[src/rtl/ex_muldiv_seq.sv]
// Multi-cycle MULT/MULTU/DIV/DIVU sequencer for the EX stage: one bit per cycle,
// then a sign-fix cycle that writes HI/LO and pulses done.
module ex_muldiv_seq #(
    parameter int WIDTH = 32
) (
    input  logic             clock,
    input  logic             reset,
    input  logic             start,
    input  logic [1:0]       op,
    input  logic [WIDTH-1:0] src_a,
    input  logic [WIDTH-1:0] src_b,
    input  logic             flush,
    output logic             stall,
    output logic             busy,
    output logic             done,
    output logic             div0,
    output logic [WIDTH-1:0] hi,
    output logic [WIDTH-1:0] lo
);
    localparam int CW = (WIDTH > 1) ? $clog2(WIDTH) : 1;
    localparam logic [CW-1:0] LAST = CW'(WIDTH - 1);

    typedef enum logic [1:0] {
        S_IDLE = 2'd0,
        S_BUSY = 2'd1,
        S_FIX  = 2'd2
    } state_t;

    state_t             r_state;
    logic [CW-1:0]      r_count;
    logic               r_is_div;
    logic               r_neg_lo;
    logic               r_neg_hi;
    logic               r_b_zero;
    logic [WIDTH-1:0]   r_a_orig;
    logic [WIDTH-1:0]   r_opb;
    logic [2*WIDTH-1:0] r_acc;
    logic [WIDTH-1:0]   r_hi;
    logic [WIDTH-1:0]   r_lo;
    logic               r_done;
    logic               r_div0;

    // Operand capture: magnitudes for the signed ops, raw values for unsigned.
    logic               w_signed;
    logic               w_sign_a;
    logic               w_sign_b;
    logic [WIDTH-1:0]   w_abs_a;
    logic [WIDTH-1:0]   w_abs_b;

    assign w_signed = ~op[0];
    assign w_sign_a = w_signed & src_a[WIDTH-1];
    assign w_sign_b = w_signed & src_b[WIDTH-1];
    assign w_abs_a  = w_sign_a ? (~src_a + 1'b1) : src_a;
    assign w_abs_b  = w_sign_b ? (~src_b + 1'b1) : src_b;

    // Multiply step: upper half of r_acc is the partial sum, lower half the
    // multiplier being shifted out LSB first.
    logic [WIDTH:0]     w_mul_sum;
    logic [2*WIDTH-1:0] w_mul_acc;

    assign w_mul_sum = {1'b0, r_acc[2*WIDTH-1:WIDTH]}
                     + (r_acc[0] ? {1'b0, r_opb} : {(WIDTH+1){1'b0}});
    assign w_mul_acc = {w_mul_sum, r_acc[WIDTH-1:1]};

    // Restoring divide step: upper half holds the partial remainder, lower half
    // the dividend shifting out MSB first while quotient bits shift in.
    logic [WIDTH:0]     w_div_shift;
    logic [WIDTH:0]     w_div_diff;
    logic [2*WIDTH-1:0] w_div_acc;

    assign w_div_shift = {r_acc[2*WIDTH-1:WIDTH], r_acc[WIDTH-1]};
    assign w_div_diff  = w_div_shift - {1'b0, r_opb};
    assign w_div_acc   = w_div_diff[WIDTH]
                       ? {w_div_shift[WIDTH-1:0], r_acc[WIDTH-2:0], 1'b0}
                       : {w_div_diff[WIDTH-1:0],  r_acc[WIDTH-2:0], 1'b1};

    // Final sign correction and divide-by-zero override.
    logic [2*WIDTH-1:0] w_prod;
    logic [WIDTH-1:0]   w_quo;
    logic [WIDTH-1:0]   w_rem;
    logic [WIDTH-1:0]   w_fix_hi;
    logic [WIDTH-1:0]   w_fix_lo;

    assign w_prod = r_neg_lo ? (~r_acc + 1'b1) : r_acc;
    assign w_quo  = r_neg_lo ? (~r_acc[WIDTH-1:0] + 1'b1) : r_acc[WIDTH-1:0];
    assign w_rem  = r_neg_hi ? (~r_acc[2*WIDTH-1:WIDTH] + 1'b1)
                             : r_acc[2*WIDTH-1:WIDTH];

    always_comb begin
        w_fix_hi = w_prod[2*WIDTH-1:WIDTH];
        w_fix_lo = w_prod[WIDTH-1:0];
        if (r_is_div) begin
            if (r_b_zero) begin
                w_fix_hi = r_a_orig;
                w_fix_lo = {WIDTH{1'b1}};
            end else begin
                w_fix_hi = w_rem;
                w_fix_lo = w_quo;
            end
        end
    end

    always_ff @(posedge clock) begin
        if (reset) begin
            r_state  <= S_IDLE;
            r_count  <= '0;
            r_is_div <= 1'b0;
            r_neg_lo <= 1'b0;
            r_neg_hi <= 1'b0;
            r_b_zero <= 1'b0;
            r_a_orig <= '0;
            r_opb    <= '0;
            r_acc    <= '0;
            r_hi     <= '0;
            r_lo     <= '0;
            r_done   <= 1'b0;
            r_div0   <= 1'b0;
        end else begin
            r_done <= 1'b0;
            if (flush) begin
                r_state <= S_IDLE;
            end else begin
                case (r_state)
                    S_IDLE: begin
                        if (start) begin
                            r_is_div <= op[1];
                            r_neg_lo <= w_sign_a ^ w_sign_b;
                            r_neg_hi <= w_sign_a;
                            r_b_zero <= (src_b == '0);
                            r_a_orig <= src_a;
                            r_count  <= '0;
                            if (op[1]) begin
                                r_opb <= w_abs_b;
                                r_acc <= {{WIDTH{1'b0}}, w_abs_a};
                            end else begin
                                r_opb <= w_abs_a;
                                r_acc <= {{WIDTH{1'b0}}, w_abs_b};
                            end
                            r_state <= S_BUSY;
                        end
                    end
                    S_BUSY: begin
                        r_acc   <= r_is_div ? w_div_acc : w_mul_acc;
                        r_count <= r_count + 1'b1;
                        if (r_count == LAST) begin
                            r_state <= S_FIX;
                        end
                    end
                    S_FIX: begin
                        r_hi    <= w_fix_hi;
                        r_lo    <= w_fix_lo;
                        r_div0  <= r_is_div & r_b_zero;
                        r_done  <= 1'b1;
                        r_state <= S_IDLE;
                    end
                    default: r_state <= S_IDLE;
                endcase
            end
        end
    end

    // Stall also covers the issue cycle so ID/EX holds the op until it is latched.
    assign stall = ((r_state == S_IDLE) & start & ~flush) | (r_state != S_IDLE);
    assign busy  = (r_state != S_IDLE);
    assign done  = r_done;
    assign div0  = r_div0;
    assign hi    = r_hi;
    assign lo    = r_lo;

endmodule

[config.mk]
export PLATFORM = sky130hd
export DESIGN_NAME = ex_muldiv_seq
export DESIGN_NICKNAME = d
export VERILOG_FILES = /design/src/rtl/ex_muldiv_seq.sv
export SDC_FILE = /design/constraint.sdc
export NUM_CORES = 1
export LEC_CHECK = 0
export BUFFER_PORTS_ARGS = -buffer_cell sky130_fd_sc_hd__buf_2
export CAP_MARGIN = 15
export CORE_MARGIN = 2
export CORE_UTILIZATION = 56
export CTS_BUF_LIST = sky130_fd_sc_hd__clkbuf_8 sky130_fd_sc_hd__clkbuf_16
export CTS_CLUSTER_DIAMETER = 40
export DETAILED_ROUTE_END_ITERATION = 8
export GPL_TIMING_DRIVEN = 1
export HOLD_SLACK_MARGIN = 0.02
export PLACE_DENSITY = 0.86
export SETUP_SLACK_MARGIN = 0.4
export SYNTH_ARGS = -nofsm -noshare
export SYNTH_HDL_FRONTEND = slang
export SYNTH_SLANG_ARGS = --single-unit
[constraint.sdc]
create_clock -name clock -period 3 [get_ports clock]
set_input_delay 0.9 -clock clock [delete_from_list [all_inputs] [get_ports clock]]
set_output_delay 0.9 -clock clock [all_outputs]
set_load 0.03 [all_outputs]
# --- Yosys cells after proc, flatten, opt, wreduce, memory -nomap -nowiden ---
# Cells that the tools add are included.
totals:
  out_inout_bits: 68
  wordCells: 71
  reg_bits: 205
op_classes:
  eq_ne: 5
  n_mux: 22
  n_addsub: 8
  bitwise: 14
  n_reduce_logical: 9
op_table:
  columns: ["operator", "n"]
  rows:
  - ["two-way mux 32 bit", 11]
  - ["two-way mux 64 bit", 4]
  - ["adder 32 x 1 -> 32 bit (second input constant)", 4]
  - ["NOT 32 bit", 4]
  - ["case mux 64 bit (2 select lines)", 1]
  - ["adder 64 x 1 -> 64 bit (second input constant)", 1]
  - ["NOT 64 bit", 1]
  - ["adder 32 x 32 -> 33 bit", 1]
  - ["subtractor 33 x 32 -> 33 bit", 1]
  - ["logical NOT 32 bit", 1]
  - ["case mux 5 bit (2 select lines)", 1]
  - ["AND reduction 3 bit", 2]
  - ["adder 5 x 1 -> 5 bit (second input constant)", 1]
  - ["AND 1 bit", 5]
  - ["== test 5 bit (second input constant)", 1]
  - ["two-way mux 5 bit", 1]
  - ["two-way mux 2 bit", 2]
  - ["!= test 2 bit (second input constant)", 2]
  - ["case mux 2 bit (2 select lines)", 1]
  - ["AND reduction 2 bit", 2]
  - ["nonzero test 2 bit", 2]
  - ["== test 2 x 1 -> 1 bit (second input constant)", 1]
  - ["== test 2 bit (second input constant)", 1]
  - ["logical NOT 2 bit", 1]
  - ["5 further kinds", 6]

# --- Depth between registers and ports, before layout ---
depth:
  depth_word: 6
  mapped_depth: 14
  mapped_depth_nobuf: 13

# --- Worst setup path before layout ---
# No wires, ideal clock.
synth_path:
  path_kind: "input to register"
  startpoint: "input port src_a[5]"
  endpoint: "register r_acc[31]"
  arrival_ps: 3040
  stages: 8
  t_required_ps: 2886
  slack_ps: -155
  cell_sequence: "or4_1 > or4_1 > nor3_2 > nand2_1 > nor4_1 > o21a_1 > a211oi_1 > a2111oi_0"
synth_via:
  elab_chain_len: 6
synth_lines:
  columns: ["item", "line_no", "source"]
  rows:
  - ["start: declaration", "10", "input logic [WIDTH-1:0] src_a,"]
  - ["NOT 32 bit", "53", "assign w_abs_a = w_sign_a ? (~src_a + 1'b1) : src_a;"]
  - ["adder 32 x 1 -> 32 bit", "53", null]
  - ["two-way mux 32 bit", "53", null]
  - ["two-way mux 32 bit", "132", "if (op[1]) begin"]
  - ["two-way mux 64 bit", "125", "if (start) begin"]
  - ["case mux 64 bit (2 select lines)", "123", "case (r_state)"]
  - ["end signal: assignment", "134", "r_acc <= {{WIDTH{1'b0}}, w_abs_a};"]
  - ["end signal: assignment", "137", "r_acc <= {{WIDTH{1'b0}}, w_abs_b};"]
  - ["end signal: assignment", "143", "r_acc <= r_is_div ? w_div_acc : w_mul_acc;"]
  - ["end: declaration", "37", "logic [2*WIDTH-1:0] r_acc;"]
# Every way passes these cells. The select of a mux whose other input is x is not followed.
# A chain may end at the register's enable or synchronous reset.

# --- Final worst setup path ---
layout_path:
  startpoint: "register r_acc[31]"
  endpoint: "register r_acc[49]"
layout_via:
  elab_chain_len: 4
layout_lines:
  columns: ["item", "line_no", "source"]
  rows:
  - ["subtractor 33 x 32 -> 33 bit", "72", "assign w_div_diff = w_div_shift - {1'b0, r_opb};"]
  - ["two-way mux 64 bit", "74", "? {w_div_shift[WIDTH-1:0], r_acc[WIDTH-2:0], 1'b0}"]
  - ["two-way mux 64 bit", "143", null]
  - ["case mux 64 bit (2 select lines)", "123", null]
# Every way passes these cells.

==> results.json <==
{
  "r2r-end": "r_acc[49]$_SDFFE_PP0P_",
  "grt-ovfl-total": 0,
  "drtPass1Iterations": 6,
  "antenna_found_initial": 3,
  "wire_per_inst_um": 25.1,
  "critPathKind": "flip-flop to flip-flop",
  "hold_end": "hi[31]$_SDFFE_PP0P_",
  "violations": "setup timing",
  "p_per_area_nw_per_um2": 442,
  "rows": 61,
  "cap_violations": 0,
  "drt_iter0_drc": 2896,
  "worst_r2r_path_depth": 13,
  "reg2reg_slack_ns": -0.08,
  "ir_drop_mv": 0.444,
  "drc": 0,
  "tns_ns": -0.587,
  "drtAntennaViolNets": 0,
  "synth.distinct_cells": 81,
  "regArea_um2": 4120,
  "syn-cell-area_um2": 15900,
  "grt_pass1_vias": 18410,
  "dpl-instance-area_um2": 19200,
  "viasPerCell": 6.70,
  "clock_latency_ns": 0.55,
  "final_hold_viol_count": 0,
  "hp-class": "flip-flop to flip-flop",
  "cp-end-kind": "flip-flop",
  "drive_gt1_share_pct": 33.4,
  "finalPower_mw": 10.2,
  "syn_inst": 2178,
  "numCtsBuffers": 39,
  "relSlewSlack_pct": 42.9,
  "cp.required_ns": 3.40,
  "syn_area_per_cell_um2": 7.30,
  "worstHoldStart": "hi[31]$_SDFFE_PP0P_",
  "cp_data_arrival_time_ns": 3.48,
  "n_fill_cell": 1697,
  "gp_congestion": 1.04,
  "layout_setup_ws_ns": -0.0837,
  "fin_crit_sh_pct": 103,
  "r2r-start": "r_acc[31]$_SDFFE_PP0P_",
  "setup_viol": 15,
  "start_util_pct": 57.1,
  "synth_edf_count": 0,
  "clock-root-buffer": "clkbuf_16",
  "p_leak_nw": 9.75,
  "fp.dieH_um": 173,
  "multi_input_area_um2": 12800,
  "synth_async_sr_flop_share_pct": 0,
  "cts_tree": "built",
  "holdPathStages": 2,
  "status": "finished with violations",
  "fin_skew_ns": 0.0393,
  "yosysSeqAreaShare_pct": 25.8,
  "fmax_mhz": 324,
  "fp.dieW_um": 173,
  "syn-num-nets": 2320,
  "grt_use_total_pct": 45.5,
  "min_period_ns": 3.08,
  "io_buffers": 137,
  "critPathLaunchType": "flip-flop",
  "vias": 20069,
  "clkSlewWorstSetupHoldPaths_ns": 0.05,
  "io_pins": 138,
  "finalMaxSlewViolations": 0,
  "grt_max_degree": 69,
  "final_core_util_pct": 82.9,
  "layout_commonest_cell": "buf_4",
  "htreeDepth": 2,
  "grt_pass1_wl_um": 106000,
  "pre_cts_ws_ns": -0.564,
  "core-area_um2": 27900,
  "cts_hold_buf": 0,
  "cts_sinks": 205,
  "synthFlopType": "dfxtp_1",
  "ys_seq_elements": 205,
  "dp.final_hpwl_um": 51600,
  "most-common-layout-cells": "buf_4, nand2_1, nor2_1",
  "syn2layout_area_growth_pct": 45.2,
  "cts_buffer_depth": 3,
  "finalWirelength_um": 75200,
  "worst_pin_slew_ns": 0.856,
  "finalInstanceArea_um2": 23100,
  "fin_nets": 2729,
  "ys_warn_count": 0,
  "rsz0062_at_grt": "yes",
  "worst-path-max-fanout": 5,
  "die-area_um2": 29800
}
[flip-flops by register name (all words and copies together), names as in the netlist]
name and cells:
r_acc 64, hi 32, lo 32, r_a_orig 32, r_opb 32, r_count 5, r_state 2, div0 1
done 1, r_b_zero 1, r_is_div 1, r_neg_hi 1, r_neg_lo 1
[worst max-delay path by stage]
stage                                 from  cells after the start                endpoint  slack (ns)
finish              r_acc[31]$_SDFFE_PP0P_                     13  r_acc[49]$_SDFFE_PP0P_       -0.08
global route        r_acc[31]$_SDFFE_PP0P_                     14  r_acc[42]$_SDFFE_PP0P_       -0.11
CTS                  r_acc[0]$_SDFFE_PP0P_                     15  r_acc[55]$_SDFFE_PP0P_        0.02
detailed placement                src_a[5]                     10  r_acc[26]$_SDFFE_PP0P_       -0.56
global placement                  src_a[5]                     10  r_acc[26]$_SDFFE_PP0P_       -0.51
floorplan                         src_a[5]                      9  r_acc[26]$_SDFFE_PP0P_       -0.06
[Yosys cell counts (all sizes together), types with 6 or more instances]
cell / instances / share of area, %
o31ai: 28 / 1.3
nand3b: 7 / 0.33
clkbuf: 138 / 3.3
a211oi: 32 / 1.5
and2: 7 / 0.28
o211ai: 22 / 1.0
ha: 70 / 5.5
o21ai: 194 / 6.1
nand4: 10 / 0.49
a21o: 24 / 1.1
or4: 14 / 0.68
nand2b: 17 / 0.67
a221oi: 16 / 0.92
dfxtp: 205 / 26
a22oi: 18 / 0.85
nand3: 31 / 1.0
or2: 6 / 0.24
nor3b: 6 / 0.28
a31oi: 26 / 1.0
nor3: 65 / 2.1
a21oi: 197 / 6.2
nor4: 13 / 0.61
o221ai: 12 / 0.66
a22o: 7 / 0.39
o22ai: 21 / 0.83
mux2i: 83 / 5.2
inv: 67 / 1.6
xor2: 85 / 4.7
o41ai: 14 / 0.77
xnor2: 100 / 5.5
and3: 10 / 0.39
buf: 16 / 0.46
nor2b: 17 / 0.67
o21a: 9 / 0.42
or3: 19 / 0.75
nand2: 267 / 6.3
nor2: 229 / 5.4
[per-layer routing]
| layer | wire (um) | track usage, % |
|---|---|---|
| met5 | 23 | 0 |
| met4 | 6940 | 33.2 |
| met3 | 8210 | 8.14 |
| met2 | 32600 | 71.2 |
| met1 | 27400 | 56.3 |
[worst max-delay path, cell delays in order, from the launching register on]
cell and delay (ns):
dfxtp_2 0.33, inv_2 0.05, ha_4 0.16, fa_2 0.33
nand2b_4 0.17, a21oi_4 0.17, o31a_1 0.31, o21ai_2 0.14
a31oi_4 0.30, a41o_1 0.31, nor2_4 0.09, buf_12 0.15
and3_4 0.17, o31a_1 0.26
[cell type report]
cell class / instances / area share, %
Inverter: 68 / 1.15
Multi-Input combinational cell: 1751 / 55.5
Tap cell: 378 / 2.05
Clock inverter: 26 / 1.54
Sequential cell: 205 / 17.8
Clock buffer: 44 / 4.57
Antenna cell: 2 / 0.0217
Timing Repair Buffer: 522 / 17.3
[stage by stage]
step	hold slack (ns)	std cells
final	0.451	2996
after floorplan	0.425	2178
after detailed placement	0.441	2850
after global routing	0.479	2996
after global placement	0.430	2850
after CTS	0.449	2957
[report_power, final]
| group | internal (mW) | switching, mW | total (mW) |
|---|---|---|---|
| logic | 1.04 | 1.46 | 2.50 |
| registers | 2.82 | 0.124 | 2.94 |
| clock network | 3.08 | 1.68 | 4.77 |
| total | 6.93 | 3.27 | 10.2 |
[cell families after synthesis]
logic type                 count (synthesis)  synth area share [%]
DFF                                      205                  25.8
adders and majority gates                 72                  5.76
muxes                                     85                  5.36
buffers and inverters                    222                  5.33
AOI/OAI and AO/OA                        681                  26.7
xor gates and xnor gates                 185                  10.2
and+or+nand+nor                          728                  20.8
[repair_timing]
item,CTS,global route
pin swaps,121,143
buffers inserted,36,36
cloned,1,1
resized for setup,135,289
setup endpoints to repair,118,121
Power figures use the tool's default switching activity.
